<file path="src/rtl/ctrl_pkg.sv">
// Shared definitions for the MIPS pipeline control carrier: control-word
// bit positions and the packed records held at each stage boundary.
package ctrl_pkg;

    localparam int CW_W         = 9;
    localparam int CW_MEMTOREG  = 8;
    localparam int CW_REGWRITE  = 7;
    localparam int CW_BRANCH    = 6;
    localparam int CW_MEMREAD   = 5;
    localparam int CW_MEMWRITE  = 4;
    localparam int CW_REGDST    = 3;
    localparam int CW_ALUSRC    = 2;
    localparam int CW_ALUOP_R   = 1;
    localparam int CW_ALUOP_BEQ = 0;

    localparam logic [CW_W-1:0] BUBBLE = '0;

    typedef struct packed {
        logic [CW_W-1:0] ctrl;
        logic            bne;
        logic            imm;
        logic [4:0]      rs;
        logic [4:0]      rt;
        logic [4:0]      rd;
    } ex_rec_t;

    // MEM keeps only the WB and M groups of the control word (ctrl[8:4]).
    typedef struct packed {
        logic       memtoreg;
        logic       regwrite;
        logic       branch;
        logic       memread;
        logic       memwrite;
        logic       bne;
        logic [4:0] dest;
    } mem_rec_t;

    typedef struct packed {
        logic       memtoreg;
        logic       regwrite;
        logic [4:0] dest;
    } wb_rec_t;

    localparam ex_rec_t  EX_BUBBLE  = '0;
    localparam mem_rec_t MEM_BUBBLE = '0;
    localparam wb_rec_t  WB_BUBBLE  = '0;

    function automatic logic [4:0] sel_dest(input ex_rec_t r);
        return r.ctrl[CW_REGDST] ? r.rd : r.rt;
    endfunction

endpackage

</file>
<file path="src/rtl/ctrl_pipe_hazard_unit.sv">
// Combinational load-use hazard detection and MEM-stage branch resolution.
module hazard_unit (
    input  logic       ex_memread,
    input  logic [4:0] ex_rt,
    input  logic [4:0] id_rs,
    input  logic [4:0] id_rt,
    input  logic       mem_branch,
    input  logic       mem_bne,
    input  logic       mem_zero,
    output logic       stall,
    output logic       flush_ifid,
    output logic       pc_src
);

    logic hz;

    // A load targeting $zero never produces a usable value, so it cannot hazard.
    assign hz         = ex_memread & (ex_rt != 5'd0) & ((ex_rt == id_rs) | (ex_rt == id_rt));
    assign pc_src     = (mem_branch & mem_zero) | (mem_bne & ~mem_zero);
    assign flush_ifid = pc_src;
    // A taken branch squashes the dependent instruction anyway, so flush wins.
    assign stall      = hz & ~pc_src;

endmodule

</file>
<file path="src/rtl/ctrl_pipe.sv">
// Carries the ID control word through ID/EX, EX/MEM and MEM/WB, selects the
// write-back destination, and counts stall and flush events.
module ctrl_pipe
    import ctrl_pkg::*;
#(
    parameter int CNT_W = 16
) (
    input  logic             clk,
    input  logic             rst_n,
    input  logic [CW_W-1:0]  id_ctrl,
    input  logic             id_bne,
    input  logic             id_imm,
    input  logic [4:0]       id_rs,
    input  logic [4:0]       id_rt,
    input  logic [4:0]       id_rd,
    input  logic             mem_zero,
    output logic             ex_regdst,
    output logic             ex_alusrc,
    output logic             ex_aluop_r,
    output logic             ex_aluop_beq,
    output logic             ex_imm,
    output logic [4:0]       ex_rs,
    output logic [4:0]       ex_rt,
    output logic             mem_memread,
    output logic             mem_memwrite,
    output logic             mem_regwrite,
    output logic [4:0]       mem_dest,
    output logic             wb_memtoreg,
    output logic             wb_regwrite,
    output logic [4:0]       wb_dest,
    output logic             stall,
    output logic             flush_ifid,
    output logic             pc_src,
    output logic [CNT_W-1:0] stall_cnt,
    output logic [CNT_W-1:0] flush_cnt
);

    ex_rec_t          ex_q,  ex_d;
    mem_rec_t         mem_q, mem_d;
    wb_rec_t          wb_q,  wb_d;
    logic [CNT_W-1:0] stall_cnt_q, stall_cnt_d;
    logic [CNT_W-1:0] flush_cnt_q, flush_cnt_d;

    hazard_unit u_hazard (
        .ex_memread (ex_q.ctrl[CW_MEMREAD]),
        .ex_rt      (ex_q.rt),
        .id_rs      (id_rs),
        .id_rt      (id_rt),
        .mem_branch (mem_q.branch),
        .mem_bne    (mem_q.bne),
        .mem_zero   (mem_zero),
        .stall      (stall),
        .flush_ifid (flush_ifid),
        .pc_src     (pc_src)
    );

    // NOTE: every always_comb target gets a default first, so no path leaves
    // a value unassigned and no latch is inferred.
    always_comb begin
        ex_d        = ex_q;
        mem_d       = mem_q;
        stall_cnt_d = stall_cnt_q;
        flush_cnt_d = flush_cnt_q;

        wb_d.memtoreg = mem_q.memtoreg;
        wb_d.regwrite = mem_q.regwrite;
        wb_d.dest     = mem_q.dest;

        if (pc_src) begin
            ex_d  = EX_BUBBLE;
            mem_d = MEM_BUBBLE;
        end else begin
            mem_d.memtoreg = ex_q.ctrl[CW_MEMTOREG];
            mem_d.regwrite = ex_q.ctrl[CW_REGWRITE];
            mem_d.branch   = ex_q.ctrl[CW_BRANCH];
            mem_d.memread  = ex_q.ctrl[CW_MEMREAD];
            mem_d.memwrite = ex_q.ctrl[CW_MEMWRITE];
            mem_d.bne      = ex_q.bne;
            mem_d.dest     = sel_dest(ex_q);
            if (stall) begin
                ex_d = EX_BUBBLE;
            end else begin
                ex_d.ctrl = id_ctrl;
                ex_d.bne  = id_bne;
                ex_d.imm  = id_imm;
                ex_d.rs   = id_rs;
                ex_d.rt   = id_rt;
                ex_d.rd   = id_rd;
            end
        end

        if (stall && (stall_cnt_q != '1)) begin
            stall_cnt_d = stall_cnt_q + 1'b1;
        end
        if (pc_src && (flush_cnt_q != '1)) begin
            flush_cnt_d = flush_cnt_q + 1'b1;
        end
    end

    // NOTE: state registers use non-blocking assignments so every stage
    // samples the pre-edge value of its upstream neighbour.
    always_ff @(posedge clk or negedge rst_n) begin
        if (!rst_n) begin
            ex_q        <= EX_BUBBLE;
            mem_q       <= MEM_BUBBLE;
            wb_q        <= WB_BUBBLE;
            stall_cnt_q <= '0;
            flush_cnt_q <= '0;
        end else begin
            ex_q        <= ex_d;
            mem_q       <= mem_d;
            wb_q        <= wb_d;
            stall_cnt_q <= stall_cnt_d;
            flush_cnt_q <= flush_cnt_d;
        end
    end

    assign ex_regdst    = ex_q.ctrl[CW_REGDST];
    assign ex_alusrc    = ex_q.ctrl[CW_ALUSRC];
    assign ex_aluop_r   = ex_q.ctrl[CW_ALUOP_R];
    assign ex_aluop_beq = ex_q.ctrl[CW_ALUOP_BEQ];
    assign ex_imm       = ex_q.imm;
    assign ex_rs        = ex_q.rs;
    assign ex_rt        = ex_q.rt;

    assign mem_memread  = mem_q.memread;
    assign mem_memwrite = mem_q.memwrite;
    assign mem_regwrite = mem_q.regwrite;
    assign mem_dest     = mem_q.dest;

    assign wb_memtoreg  = wb_q.memtoreg;
    assign wb_regwrite  = wb_q.regwrite;
    assign wb_dest      = wb_q.dest;

    assign stall_cnt    = stall_cnt_q;
    assign flush_cnt    = flush_cnt_q;

endmodule

</file>
<file path="config.mk">
export PLATFORM = sky130hd
export DESIGN_NAME = ctrl_pipe
export DESIGN_NICKNAME = d
export VERILOG_FILES = /design/src/rtl/ctrl_pkg.sv /design/src/rtl/ctrl_pipe_hazard_unit.sv /design/src/rtl/ctrl_pipe.sv
export SDC_FILE = /design/constraint.sdc
export NUM_CORES = 1
export LEC_CHECK = 0
export BUFFER_PORTS_ARGS = -buffer_cell sky130_fd_sc_hd__buf_2
export CORE_MARGIN = 2
export CORE_UTILIZATION = 45
export CTS_CLUSTER_DIAMETER = 60
export DETAILED_ROUTE_END_ITERATION = 6
export PLACE_DENSITY = 0.71
export SYNTH_ARGS = -nofsm -noshare
export SYNTH_HDL_FRONTEND = slang
export SYNTH_SLANG_ARGS = --single-unit
</file>
<file path="constraint.sdc">
create_clock -name clk -period 2 [get_ports clk]
set_clock_uncertainty 0.05 [all_clocks]
set_input_delay 0.3 -clock clk [delete_from_list [all_inputs] [get_ports clk]]
set_output_delay 0.3 -clock clk [all_outputs]
set_load 0.05 [all_outputs]
</file>
==> summary.txt <==
Timing
  • Final setup viols: 1
  • Slew margin rel.: 76.9%
  • F_max: 0.466 GHz
  • Slew at the pin closest to its max-slew limit: 0.344 ns
  • Crit share post-route: 107%
  • Slew Limit Fails: 0
  • Final hold violations: 0
  • Final setup margin: -0.145 ns
  • Unrepaired setup endpoints after global routing: yes
  • Crit path time final: around 2.1 ns

Min path
  • Worst hold path type: in -> reg

Worst setup path
  • Required time worst endpoint: 1.65 ns
  • CP Capture Type: primary output
  • Worst path cell trace: or4_4 > o211ai_2 > inv_2 > and2_4 > buf_8
  • Setup CP Type: reg -> out
  • CP Max Fanout: 2
  • Worst setup SP type: flip-flop
  • Worst path max stage delay: 0.53 ns
  • Crit path DAT: 1.80 ns
  • Slowest-stage cell, CP: or4_4

Clocking
  • TritonCTS clock tree: built
  • Sink Count: 76
  • Worst-path clk slew: 0.08 ns
  • Root Driver: clkbuf_8
  • Clk Latency, worst-skew pair: 0.34 ns
  • Total CTS buffers: 9
  • CTS max path bufs: 2
  • H-Tree Depth: 3

Final layout
  • Commonest non-fill, non-tap cells in the layout: 91 x buf_2, 70 x dfrtp_1, 35 x and2_1, 29 x xnor2_1, 20 x nor2_1
  • Layout cells sized above 1: 38.4%
  • Most common cell after layout, fill and taps aside: buf_2
  • Area Growth Syn to Fin: 27.7%
  • Fin area: 4090 sq um
  • Ant diodes: 0
  • Post-Layout Cell Count: 474
  • Final Util: 59.9%
  • Nets@finish: between 400 and 500

Place
  • Hpwl dp: 4580 microns
  • Pre-CTS WS: 0.0392 ns
  • Placed cells: 454
  • Area after DPL: 3780 sq um
  • Buffers on Ports: between 90 and 100
  • Placer congestion estimate: 0.902

Power and ir drop
  • Int Pwr: 2.96 mW
  • Sequential power share: 40.6%
  • Lkg Pwr: 2.04 nW
  • Psw: 1.82 mW
  • Peak supply drop: roughly 0.58 mV
  • PwrDens: 1170 nW/um^2
  • Comb pwr share: roughly 32%
  • Clk pwr share: a little over a quarter
  • Sw Share: 38.0%
  • Pwr Total: approximately 4.8 mW

Routing
  • Met3 routed WL: 364 microns
  • M1 WL: 2930 microns
  • Via density: 4.73
  • Routed WL: 6390 microns
  • Drt first pass iters: 4
  • Initial DRC Count: 98
  • Met2 wire length: between 2000 and 3000 microns
  • Via count: between 2k and 2.5k
  • Routed Antenna Nets: 0
  • Wire per inst: 13.5 microns
  • Highest Signal Layer: met4
  • DRC errors left: 0

Die
  • Core Area: approximately 6800 sq um
  • Initial Util: 46.9%
  • Placement row count: 30
  • Die span in x: 88.4 microns
  • I/O Pins: 94
  • Die Area: 7810 sq um
  • Chip Height: 88.4 microns

Synth
  • Synth Area in XOR/XNOR: about a tenth
  • Netlist cell types: 35
  • Synth Area in Adders: less than 1%
  • Area leader, netlist: dfrtp_1
  • Largest family of logic cells by synthesized area: simple AND/OR/NAND/NOR gates
  • Area fraction in and, or, nand and nor cells after synthesis: 19.1%
  • Syn nets: 304
  • #FFs+latches synth: 76
  • Synth warnings: 0
  • Compound-Gate Fraction of Synth Area: 2.97%
  • Multiplexer share of the synthesized area: 2.58%
  • Top cell type's share of synthesized area: 59.3%
  • Post-Syn Instances: 273
  • Register area share after synthesis: between 50% and 60%
  • Mapped Area: 3210 sq um
  • Synth area leaders: dfrtp_1 59%, xnor2_1 8.5%, and2_1 7.0%
  • Average footprint of a synthesized cell: 11.7 sq um

Global route
  • Largest net degree at the start of global routing: 32
  • Via count of the first global-routing pass: between 2k and 2.5k
  • Gr ovfl total: 0
  • GRT Overall Usage: between 10% and 20%
  • First-pass GRT wire length: 10300 microns
  • Antenna violations before repair: 0

Outcome
  • Failing checks: negative setup slack
  • Outcome: finished with violations

Flow run
  • Max Cap Viol: 0
## power by group through the flow
stage	Sequential, mW	Combinational, mW	Clock (mW)
2_1_floorplan	2.44	0.680	0
6_report	1.94	1.54	1.30
3_5_place_dp	1.97	1.50	0
5_1_grt	1.97	1.63	1.40
4_1_cts	1.94	1.53	1.32
3_3_place_gp	1.96	1.49	0
## through the flow
stage	hold slack [ns]	TNS, ns
after floorplan	-0.0456	-0.0405
after global placement	0.157	0
after detailed placement	0.157	0
after CTS	0.0957	-0.186
after global routing	0.0987	-0.205
final	0.107	-0.145
## sequential cells by signal, indices dropped and copies added, names as in the netlist, 3 cells and up
| name | count |
|---|---|
| flush_cnt | 16 |
| mem_dest | 5 |
| mem_q | 3 |
| ex_rs | 5 |
| ex_rt | 5 |
| ex_q | 11 |
| wb_dest | 5 |
| stall_cnt | 16 |
## kinds of logic after synthesis
logic type	count (synthesis)
AO/OA/AOI/OAI	12
XOR/XNOR	36
adder cells (fa/ha/maj)	2
buffers and inverters	25
flip-flops	76
multiplexers	8
AND/OR/NAND/NOR	114
## routing by layer
layer,up-vias,global-route usage (%)
met5,-,0
met4,0,9.37
met3,11,4.57
met2,73,26.4
met1,1055,22.7
li1,1103,-
## final timing paths
path                            startpoint      endpoint  slack (ns)  cells after the start
worst max-delay path              ex_rt[2]         stall       -0.15                      5
worst min-delay path            id_ctrl[1]    ex_aluop_r        0.11                      2
worst max register to register    ex_rt[2]  stall_cnt[1]        0.08                      6
worst min register to register   mem_q[10]   wb_memtoreg        0.30                      0
max in group asynchronous            rst_n  stall_cnt[0]        1.03                      3
min in group asynchronous            rst_n      ex_q[25]        0.34                      2
## final cells by class
cell class / count / area [sq um]
clock buffer: 10 / 138
clock inverter: 6 / 86.3
fill: 565 / 2740
inverter: 3 / 12.5
multi-input combinational: 172 / 1170
sequential: 76 / 1910
tap: 96 / 120
timing repair buffer: 111 / 653
## worst max-delay path, delay by kind of cell (launching register included)
family	cells	cell delay, ns
and+or+nand+nor	2	0.67
AOI/OAI and AO/OA	1	0.20
buffers and inverters	2	0.20
DFF	1	0.38
## Yosys cell counts
master,number
and3_1,7
nand2b_1,1
inv_1,1
nand4_1,11
o211ai_2,1
and2_1,36
o22ai_2,1
nor3b_1,1
o21ai_0,2
dfrtp_1,76
nor3_1,2
a21oi_4,1
buf_6,2
nand3_1,14
o31ai_1,1
buf_1,1
or3_1,1
nor4_1,1
buf_4,16
buf_2,3
and4_1,3
mux2_2,1
nor2_1,20
inv_2,1
mux2_1,1
or4_1,1
nand2_1,16
o31a_1,1
mux2i_1,6
a21oi_1,4
o211ai_1,1
clkinv_1,1
xnor2_1,31
xor2_1,5
ha_1,2
## repair_timing
| item | CTS | global route |
|---|---|---|
| hold buffers | 1 | 0 |
| setup buffers | 3 | 1 |
| gates resized for setup | 6 | 6 |
| endpoints found under the setup margin | 2 | 35 |
| hold endpoints to repair | 19 | 0 |
| pin swaps | 2 | 6 |
Power figures use the tool's default switching activity.
